### config.mk
export PLATFORM = sky130hd
export DESIGN_NAME = ifetch_prefetch
export DESIGN_NICKNAME = d
export VERILOG_FILES = /design/src/rtl/ifetch_prefetch.sv
export SDC_FILE = /design/constraint.sdc
export NUM_CORES = 1
export LEC_CHECK = 0
export BUFFER_PORTS_ARGS = -buffer_cell sky130_fd_sc_hd__buf_2
export CORE_ASPECT_RATIO = 2
export CORE_MARGIN = 5
export CORE_UTILIZATION = 53
export DETAILED_ROUTE_END_ITERATION = 10
export GPL_ROUTABILITY_DRIVEN = 0
export PLACE_DENSITY = 0.8
export SYNTH_ARGS = -nofsm -noshare
export SYNTH_HDL_FRONTEND = slang
export SYNTH_SLANG_ARGS = --single-unit
### constraint.sdc
create_clock -name clk -period 2.2 [get_ports clk]
set_input_delay 0.66 -clock clk [delete_from_list [all_inputs] [get_ports clk]]
set_output_delay 0.66 -clock clk [all_outputs]
set_load 0.005 [all_outputs]
### src/rtl/ifetch_prefetch.sv
// Instruction prefetch unit: fetches sequential words from instruction
// memory into a small FIFO toward decode, with one memory transaction in
// flight at most and redirect (branch/jump) support that flushes the queue
// and squashes any response still owed by memory.
module ifetch_prefetch #(
  parameter int unsigned DEPTH    = 4,
  parameter logic [31:0] RESET_PC = 32'h0000_0000
) (
  input  logic        clk,
  input  logic        n_rst,
  output logic        mem_req,
  output logic [31:0] mem_addr,
  input  logic        mem_gnt,
  input  logic        mem_rvalid,
  input  logic [31:0] mem_rdata,
  input  logic        redirect_valid,
  input  logic [31:0] redirect_pc,
  output logic        out_valid,
  output logic [31:0] out_instr,
  output logic [31:0] out_pc,
  input  logic        out_ready
);

  localparam int unsigned PW = (DEPTH > 1) ? $clog2(DEPTH) : 1;
  localparam int unsigned CW = PW + 1;
  localparam logic [CW-1:0] FULL = CW'(DEPTH);
  localparam logic [31:0] WORD_MASK = 32'hFFFF_FFFC;

  typedef enum logic [1:0] {
    IDLE    = 2'd0,
    REQ     = 2'd1,
    RESP    = 2'd2,
    DISCARD = 2'd3
  } state_e;

  state_e        state_q, state_d;
  logic [31:0]   fetch_pc_q, fetch_pc_d;
  logic [31:0]   addr_q, addr_d;
  logic          kill_q, kill_d;

  logic [PW-1:0] wr_ptr_q, wr_ptr_d;
  logic [PW-1:0] rd_ptr_q, rd_ptr_d;
  logic [CW-1:0] count_q, count_d;
  logic [31:0]   instr_q [DEPTH];
  logic [31:0]   instr_d [DEPTH];
  logic [31:0]   pc_q    [DEPTH];
  logic [31:0]   pc_d    [DEPTH];

  logic          push;
  logic          pop;

  // External view: request comes straight from state, head entry gated by valid
  always_comb begin
    mem_req   = (state_q == REQ);
    mem_addr  = addr_q;
    out_valid = (count_q != '0);
    out_instr = out_valid ? instr_q[rd_ptr_q] : '0;
    out_pc    = out_valid ? pc_q[rd_ptr_q] : '0;
    pop       = out_valid && out_ready && !redirect_valid;
  end

  // Fetch FSM: next state, request address, fetch pointer and push decision
  // A redirect seen while waiting for gnt cannot retract the request, so it
  // is remembered in kill_q and the granted transaction is turned into a
  // DISCARD without advancing fetch_pc past the redirect target.
  always_comb begin
    state_d    = state_q;
    fetch_pc_d = fetch_pc_q;
    addr_d     = addr_q;
    kill_d     = kill_q;
    push       = 1'b0;
    unique case (state_q)
      IDLE: begin
        if (!redirect_valid && (count_q < FULL)) begin
          state_d = REQ;
          addr_d  = fetch_pc_q;
          kill_d  = 1'b0;
        end
      end
      REQ: begin
        if (mem_gnt) begin
          kill_d = 1'b0;
          if (kill_q || redirect_valid) begin
            state_d = DISCARD;
          end else begin
            state_d    = RESP;
            fetch_pc_d = fetch_pc_q + 32'd4;
          end
        end else if (redirect_valid) begin
          kill_d = 1'b1;
        end
      end
      RESP: begin
        if (mem_rvalid) begin
          state_d = IDLE;
          push    = !redirect_valid;
        end else if (redirect_valid) begin
          state_d = DISCARD;
        end
      end
      DISCARD: begin
        if (mem_rvalid) begin
          state_d = IDLE;
        end
      end
      default: state_d = IDLE;
    endcase
    if (redirect_valid) begin
      fetch_pc_d = redirect_pc & WORD_MASK;
    end
  end

  // FIFO bookkeeping: redirect flushes and overrides any same-cycle push/pop
  always_comb begin
    wr_ptr_d = wr_ptr_q;
    rd_ptr_d = rd_ptr_q;
    count_d  = count_q;
    instr_d  = instr_q;
    pc_d     = pc_q;
    if (redirect_valid) begin
      wr_ptr_d = '0;
      rd_ptr_d = '0;
      count_d  = '0;
    end else begin
      if (push) begin
        instr_d[wr_ptr_q] = mem_rdata;
        pc_d[wr_ptr_q]    = addr_q;
        wr_ptr_d          = wr_ptr_q + PW'(1);
      end
      if (pop) begin
        rd_ptr_d = rd_ptr_q + PW'(1);
      end
      unique case ({push, pop})
        2'b10:   count_d = count_q + CW'(1);
        2'b01:   count_d = count_q - CW'(1);
        default: count_d = count_q;
      endcase
    end
  end

  // State and FIFO registers, asynchronously cleared
  always_ff @(posedge clk or negedge n_rst) begin
    if (!n_rst) begin
      state_q    <= IDLE;
      fetch_pc_q <= RESET_PC & WORD_MASK;
      addr_q     <= '0;
      kill_q     <= 1'b0;
      wr_ptr_q   <= '0;
      rd_ptr_q   <= '0;
      count_q    <= '0;
      for (int unsigned i = 0; i < DEPTH; i++) begin
        instr_q[i] <= '0;
        pc_q[i]    <= '0;
      end
    end else begin
      state_q    <= state_d;
      fetch_pc_q <= fetch_pc_d;
      addr_q     <= addr_d;
      kill_q     <= kill_d;
      wr_ptr_q   <= wr_ptr_d;
      rd_ptr_q   <= rd_ptr_d;
      count_q    <= count_d;
      instr_q    <= instr_d;
      pc_q       <= pc_d;
    end
  end

endmodule

==> results.toml, run 1 <==
[logic_synthesis]
synth_most_common_cell = "dfrtp_1"
avgSynthCellArea_um2 = 14.6
ys_types = 43
ys_ff_latch = 318
synth_top_area_frac = 0.551
synthArstFlopShare = 1.00
synth_commonest_cells = "dfrtp_1 (318), mux2_2 (241), and2_1 (66), mux4_2 (62), nand2_1 (46)"
yosys_warnings = 0
ys_seq_area_frac = 0.551
synth.area.top_cells = "dfrtp_1 (55%), mux2_2 (19%), mux4_2 (9.7%), mux2_1 (3.2%), and2_1 (2.9%)"
ys.flop_type = "dfrtp_1"
synth_edf_count = 0
syn_area_um2 = 14400
yosys.area.top_type = "dfrtp_1"
synthCells = 988

[power_and_ir_drop]
vdd_drop_max_v = 0.000688
leakage_nw = 8.46
power.density_nw_per_um2 = 1090

[final_layout]
seqCellArea_um2 = 7970
antenna_cells = 0
layoutNonFillerInstCount = 1545
fillers = 1909
layout-area-overhead-vs-synth_pct = 22.0
multi_input_area_um2 = 6370
drive_above_1_share = 0.530
nets = 1251
utilization = 0.655

[worst_setup_path]
cpPeakStageDelay_ps = 520
startpoint = "rd_ptr_q[0]$_DFFE_PN0P_"
cp_max_fo = 5
cp_num_buf_inv = 3
criticalPathCategory = "register to primary output"
required_ps = 1540
timing.critical_path.cells = "buf_12 > clkbuf_16 > mux4_2 > and2_4 > buf_6"
worst-r2r-setup-slack_ps = 90
start_kind = "register"
cp.arrival_ps = 2140
reg2reg_from = "count_q[0]$_DFFE_PN0P_"
crit_family = "flip-flops"
cp-end-kind = "primary output"
critical-path-slowest-cell = "dfrtp_4"

[route]
drtPass1Iterations = 4
finalWirelength_um = 33000
vias_per_cell = 5.68
drt_iter0_markers = 413
drc_errors = 0
num_vias = 8768
wl_per_cell_um = 21.4
ant_nets = 0

[sta]
tns_ps = -33560
hold_viol = 0
whs_ps = 50.8
rsz0062_at_grt = "true"
max_freq_ghz = 0.357
post-route-period-util = 1.27
setup_viol = 63
max_slew_margin = 0.646
worst_slack_ps = -598
finalCriticalPeriod_ps = 2800
tightest_slew_ps = 531
drv_slew = 0
skew_ps = 19.5

[placement]
dpl.hpwl_um = 22300
place_ws_ps = -203
port_buffers = 161
place_inst = 1486

[clocking]
clock_path_buffers = 3
cts_made_buffers = 28
cts.sinks = 318
clk_pin_slew_worst_paths_ps = 70
htreeDepth = 1
insertion_delay_ps = 550
cts_tree = "yes"
cts_root_buf = "clkbuf_16"

[floorplan]
initial_utilization = 0.537
die_area_um2 = 30900
floorplan.io_pins = 168
die_height_um = 244
die_w_um = 127
coreArea_um2 = 26900
rows = 85

[global_route]
grt_pass1_wl_um = 54200
antenna_found_initial = 1
grt_usage = 0.220
grt_start_max_net_pins = 60
grt_remaining_overflow = 0
grt_pass1_vias = 9888

[job]
drv_cap = 0

[status]
failed_checks = "negative setup slack"
status = "complete, but fails checks"

[worst_hold_path]
hp-class = "input pin to asynchronous set/reset pin"
[worst paths after layout]
| kind | to | cells past startpoint |
|---|---|---|
| max in group asynchronous | pc_q[68]$_DFFE_PN0P_ | 2 |
| hold / removal | pc_q[122]$_DFFE_PN0P_ | 1 |
| hold reg to reg | instr_q[113]$_DFFE_PN0P_ | 1 |
| setup reg to reg | count_q[2]$_DFFE_PN0P_ | 8 |
| setup / recovery | out_pc[3] | 5 |
| min in group clk | fetch_pc_q[20]$_DFFE_PN0P_ | 3 |
[repair_timing]
action | CTS | global route
setup buffers | 3 | 2
cloned | 2 | 1
pin swaps | 2 | 9
hold buffers | 0 | 0
endpoints found under the setup margin | 65 | 79
resized for setup | 65 | 38
[flip-flops by register name, indices dropped and copies added, names as in the netlist]
name and count:
mem_addr 30, count_q 3, wr_ptr_q 2, pc_q 120, fetch_pc_q 30, state_q 2, instr_q 128, kill_q 1
rd_ptr_q 2
[stage by stage]
| stage | total power [W] | cell area [um2] |
|---|---|---|
| after global routing | 0.0203 | 17600 |
| after detailed placement | 0.0133 | 16100 |
| after floorplan | 0.0110 | 14500 |
| final | 0.0193 | 17600 |
| after global placement | 0.0131 | 16100 |
| after CTS | 0.0192 | 17500 |
[final cells by class]
| class | instances | share of cell area |
|---|---|---|
| flip-flops and latches | 318 | 0.452 |
| multi-input cells | 607 | 0.362 |
| repair buffers | 216 | 0.105 |
| clock buffers | 38 | 0.0453 |
| well taps | 348 | 0.0247 |
| clock inverters | 14 | 0.0104 |
| inverters | 4 | 0.000851 |
[report_power, final]
| group | switching (W) | total (W) | leakage [nW] | internal [W] |
|---|---|---|---|---|
| registers | 0.000995 | 0.00799 | 4.22 | 0.00700 |
| clock network | 0.00215 | 0.00517 | 0.473 | 0.00303 |
| logic | 0.00240 | 0.00611 | 3.77 | 0.00371 |
| total | 0.00554 | 0.0193 | 8.46 | 0.0137 |
[logic make-up (layout without fill, tap and decap cells)]
family / after synthesis / count (layout) / share of synthesized area
simple gates: 181 / 181 / 0.0705
flops: 318 / 318 / 0.551
buf+inv: 66 / 272 / 0.0215
mux: 346 / 346 / 0.318
other cells: 1 / 4 / 0.000260
compound gates: 39 / 39 / 0.0147
fa+ha+maj: 6 / 6 / 0.00572
xor+xnor: 31 / 31 / 0.0188
[per-layer routing]
layer	vias up	wire length (um)	global-route usage	share of wire
met3	47	1230	0.0243	0.037
met2	183	18600	0.414	0.56
li1	3946	-	-	-
met4	2	803	0.0603	0.024
met5	-	13	0	0.00039
met1	4590	12400	0.264	0.37
[cell usage in the layout, fill, tap and decap left out, types with 5 or more instances in the layout]
cell and instances:
ha_1 5, mux2_1 41, mux4_2 62, buf_6 47
and2_4 45, clkbuf_1 5, nor2_1 13, buf_2 114
clkinv_2 5, nand3_1 12, buf_12 24, clkbuf_16 30
o21ai_0 26, nor3_1 11, xor2_1 8, and2_1 21
xnor2_1 23, buf_4 28, dfrtp_1 315, and3_1 5
nand2_1 41, mux2_2 241
[worst reg2reg max path, delay by kind of cell (launching register included)]
family          cells  cell delay (ps)
simple gates        4              680
compound gates      2              410
flops               1              380
fa+ha+maj           1              370
buf+inv             1              160
Note: power is estimated with default switching activity, not from simulation.
==> inputs of run 2 (changes only) <==
- GPL_TIMING_DRIVEN: not set -> 0
==> results.toml, run 2 (synthesized netlist as in run 1, its figures left out) <==
[sta]
rsz0062_at_grt = "true"
max_slew_margin = 0.397
hold_viol = 0
max_freq_ghz = 0.365
tightest_slew_ps = 904
finalCriticalPeriod_ps = 2740
skew_ps = 10.5
setup_viol = 63
post-route-period-util = 1.25
drv_slew = 0
worst_slack_ps = -542

[final_layout]
layoutNonFillerInstCount = 1560
layout_commonest_cell = "dfrtp_1"
fillers = 1982
top_register = "instr_q"
seqCellArea_um2 = 7960
nets = 1269
top_regs = "instr_q x128, pc_q x120"
multi_input_area_um2 = 6320
most-common-layout-cells = "dfrtp_1 (317), mux2_2 (241), buf_2 (146), mux4_2 (62), nand2_1 (45)"
largest_register_ffs = 128
layout-area-overhead-vs-synth_pct = 20.5
drive_above_1_share = 0.521

[status]
failed_checks = "negative setup slack"
status = "complete, but fails checks"

[clocking]
cts_made_buffers = 28
cts.sinks = 318
cts_root_buf = "clkbuf_16"
clk_pin_slew_worst_paths_ps = 70
insertion_delay_ps = 540
htreeDepth = 1
cts_tree = "yes"
clock_path_buffers = 3

[power_and_ir_drop]
p_sw_w = 0.00552
leakage_nw = 8.35
power.share.combinational = 0.322
power.density_nw_per_um2 = 1110
pwr-share-seq = 0.411
power_w = 0.0194
p_sw_frac = 0.285
p_int_w = 0.0139
pwr-share-clk = 0.267
vdd_drop_max_v = 0.000806

[placement]
place_ws_ps = -668
place_inst = 1501
dpl.hpwl_um = 23100
port_buffers = 160

[floorplan]
die_area_um2 = 30900
coreArea_um2 = 26900
floorplan.io_pins = 168
die_w_um = 127
die_height_um = 244
initial_utilization = 0.537
rows = 85

[route]
met2WireLength_um = 19000
vias_per_cell = 5.65
wl_met1_um = 12400
ant_nets = 0
wl_met3_um = 1040
drc_errors = 0
num_vias = 8818
wl_per_cell_um = 21.3
finalWirelength_um = 33200
route.top_layer_used = "met4"
drtPass1Iterations = 4
drt_iter0_markers = 373

[global_route]
grt_pass1_wl_um = 53700
grt_usage = 0.218
grt_remaining_overflow = 0
grt_pass1_vias = 9787
antenna_found_initial = 1
grt_start_max_net_pins = 120

[job]
drv_cap = 0

[worst_hold_path]
hp-class = "input pin to asynchronous set/reset pin"

[worst_setup_path]
cp_max_fo = 10
start_kind = "register"
startpoint = "rd_ptr_q[0]$_DFFE_PN0P_"
reg2reg_from = "count_q[1]$_DFFE_PN0P_"
cp-end-kind = "primary output"
cp.arrival_ps = 2080
worst-r2r-setup-slack_ps = 100
r2r_end = "count_q[2]$_DFFE_PN0P_"
required_ps = 1540
criticalPathCategory = "register to primary output"
ff2ff_path_depth = 7
[run 2: routing by layer]
metal / vias to the layer above / global-route usage
met5: - / 0
met4: 0 / 0.0613
met3: 40 / 0.0254
met2: 164 / 0.414
met1: 4656 / 0.257
li1: 3958 / -
[run 2: worst max path at each step]
stage | end | slack (ps)
finish | out_pc[10] | -540
floorplan | count_q[2]$_DFFE_PN0P_ | 7
detailed placement | out_pc[18] | -670
global placement | instr_q[70]$_DFFE_PN0P_ | -5330
global route | out_pc[13] | -600
CTS | out_pc[10] | -580
[run 2: area by class of cell]
cell class	instances	share of cell area
antenna	1	0.000144
buffer	61	0.0285
clock buffer	40	0.0475
clock inverter	8	0.00805
inverter	4	0.000862
multi-input combinational	607	0.363
sequential	318	0.457
tap	348	0.0250
timing repair buffer	173	0.0701
[run 2: per-stage QoR]
step | hold WS, ps | utilization | setup TNS, ps | area (um2)
2_1_floorplan | 364 | - | 0 | 14500
3_3_place_gp | 468 | 0.584 | -1729750 | 15700
3_5_place_dp | 480 | 0.586 | -68000 | 15800
4_1_cts | 231 | 0.639 | -32970 | 17200
5_1_grt | 266 | 0.647 | -35100 | 17400
6_report | 164 | 0.647 | -30230 | 17400
[run 2: power by group through the flow]
stage / clock, W / sequential [W] / combinational, W
after detailed placement: 0 / 0.00808 / 0.00499
after CTS: 0.00529 / 0.00797 / 0.00589
final: 0.00517 / 0.00796 / 0.00625
after global routing: 0.00553 / 0.00813 / 0.00674
after global placement: 0 / 0.00798 / 0.00484
after floorplan: 0 / 0.00772 / 0.00326
[run 2: repair_timing]
action | in CTS | in global routing
setup buffers | 8 | 1
gates resized for setup | 100 | 49
setup endpoints to repair | 64 | 64
hold buffers | 0 | 0
pin swaps | 1 | 2
gates cloned | 1 | 1
[run 2: critical path, stage by stage, from the launching register on]
cell and delay [ps]:
dfrtp_1 370, buf_12 170, buf_12 160, mux4_2 550
and2_4 180, buf_6 110
==> inputs of run 3 (changes only) <==
- MAX_ROUTING_LAYER: not set -> met4
==> results.toml, run 3 (synthesized netlist as in run 1, its figures left out) <==
[status]
status = "complete, but fails checks"
failed_checks = "negative setup slack"

[clocking]
cts_root_buf = "clkbuf_16"
cts.sinks = 318
cts_made_buffers = 28
cts_tree = "yes"
insertion_delay_ps = 540
clk_pin_slew_worst_paths_ps = 60
clock_path_buffers = 3
holdBufCountCts = 0
htreeDepth = 1

[worst_setup_path]
criticalPathCategory = "register to primary output"
cp.arrival_ps = 2090
required_ps = 1540
timing.critical_path.cells = "buf_12 > buf_12 > mux4_2 > and2_4 > buf_6"
reg2reg_from = "count_q[1]$_DFFE_PN0P_"
start_kind = "register"
crit_path_frequent_cell = "buf_12"
critical-path-slowest-cell = "mux4_2"
cpPeakStageDelay_ps = 550
cp-end-kind = "primary output"
cp_num_buf_inv = 3
startpoint = "rd_ptr_q[0]$_DFFE_PN0P_"
cp_max_fo = 10
crit_family = "multiplexers"

[route]
wl_per_cell_um = 21.3
drtPass1Iterations = 4
ant_nets = 0
vias_per_cell = 5.66
num_vias = 8834
drt_iter0_markers = 414
finalWirelength_um = 33200
drc_errors = 0

[floorplan]
coreArea_um2 = 26900
floorplan.io_pins = 168
die_w_um = 127
die_area_um2 = 30900
die_height_um = 244
rows = 85
initial_utilization = 0.537

[global_route]
grt_use_met1 = 0.257
grt_remaining_overflow = 0
grtUsageMet2 = 0.415
grt_pass1_vias = 9789
grt_pass1_wl_um = 53700
grt-busiest-layer = "met2"
grt_usage = 0.225
grt_start_max_net_pins = 120
antenna_found_initial = 1
grt_use_met3 = 0.0230

[sta]
setup_viol = 63
whs_ps = 136
max_freq_ghz = 0.364
tns_ps = -30480
tightest_slew_ps = 929
post-route-period-util = 1.25
drv_slew = 0
worst_slack_ps = -546
skew_ps = 9.56
max_slew_margin = 0.381
finalCriticalPeriod_ps = 2750
hold_viol = 0
rsz0062_at_grt = "true"

[worst_hold_path]
hp-class = "input pin to asynchronous set/reset pin"

[final_layout]
largest_register_ffs = 128
fillers = 1982
multi_input_area_um2 = 6320
utilization = 0.647
layout_commonest_cell = "dfrtp_1"
top_regs = "instr_q x128, pc_q x120"
nets = 1269
layoutNonFillerInstCount = 1560
top_register = "instr_q"
seqCellArea_um2 = 7960
finalInstanceArea_um2 = 17400
most-common-layout-cells = "dfrtp_1 (317), mux2_2 (241), buf_2 (146), mux4_2 (62), nand2_1 (45)"
drive_above_1_share = 0.521
layout-area-overhead-vs-synth_pct = 20.5

[power_and_ir_drop]
vdd_drop_max_v = 0.000809
leakage_nw = 8.35
power.density_nw_per_um2 = 1110

[placement]
dpl.hpwl_um = 23100
port_buffers = 160
dpl_cell_area_um2 = 15800
place_inst = 1501

[job]
drv_cap = 0
## run 3: cell counts in the layout (fill, tap and decap cells not counted)
No cell type changed its count.
## run 3: layout make-up
class                           instances  area share
Inverter                                4    0.000862
Timing Repair Buffer                  173      0.0701
Clock inverter                          8     0.00805
Buffer                                 61      0.0285
Multi-Input combinational cell        607       0.363
Sequential cell                       318       0.457
Clock buffer                           40      0.0475
Tap cell                              348      0.0250
Antenna cell                            1    0.000144
## run 3: final timing paths
check | to | slack [ps] | depth (start not counted)
setup / recovery | out_pc[10] | -550 | 5
min in group clk | fetch_pc_q[23]$_DFFE_PN0P_ | 330 | 3
max in group asynchronous | pc_q[45]$_DFFE_PN0P_ | 540 | 3
hold reg to reg | instr_q[23]$_DFFE_PN0P_ | 490 | 1
hold / removal | pc_q[61]$_DFFE_PN0P_ | 140 | 1
setup reg to reg | count_q[2]$_DFFE_PN0P_ | 100 | 7
## run 3: metal layers
metal	share of wire	up-vias	routed length, um
met5	0	-	0
met1	0.37	4654	12300
met2	0.58	174	19100
li1	-	3961	-
met4	0.023	0	750
met3	0.031	45	1030
## run 3: repair_timing
action | 4_1_cts | 5_1_grt
setup buffers | 8 | 1
pin swaps | 1 | 2
resized for setup | 100 | 49
endpoints found under the setup margin | 64 | 64
cloned | 1 | 1
## run 3: metrics by stage
stage               setup WS [ps]  power, W
floorplan                    6.59    0.0110
global placement            -5330    0.0128
detailed placement           -668    0.0131
CTS                          -575    0.0192
global route                 -602    0.0204
finish                       -546    0.0194
## run 3: power breakdown
| group | internal (W) | switching, W | total [W] |
|---|---|---|---|
| logic | 0.00380 | 0.00244 | 0.00624 |
| registers | 0.00699 | 0.000980 | 0.00797 |
| clock network | 0.00306 | 0.00210 | 0.00516 |
| total | 0.0139 | 0.00552 | 0.0194 |
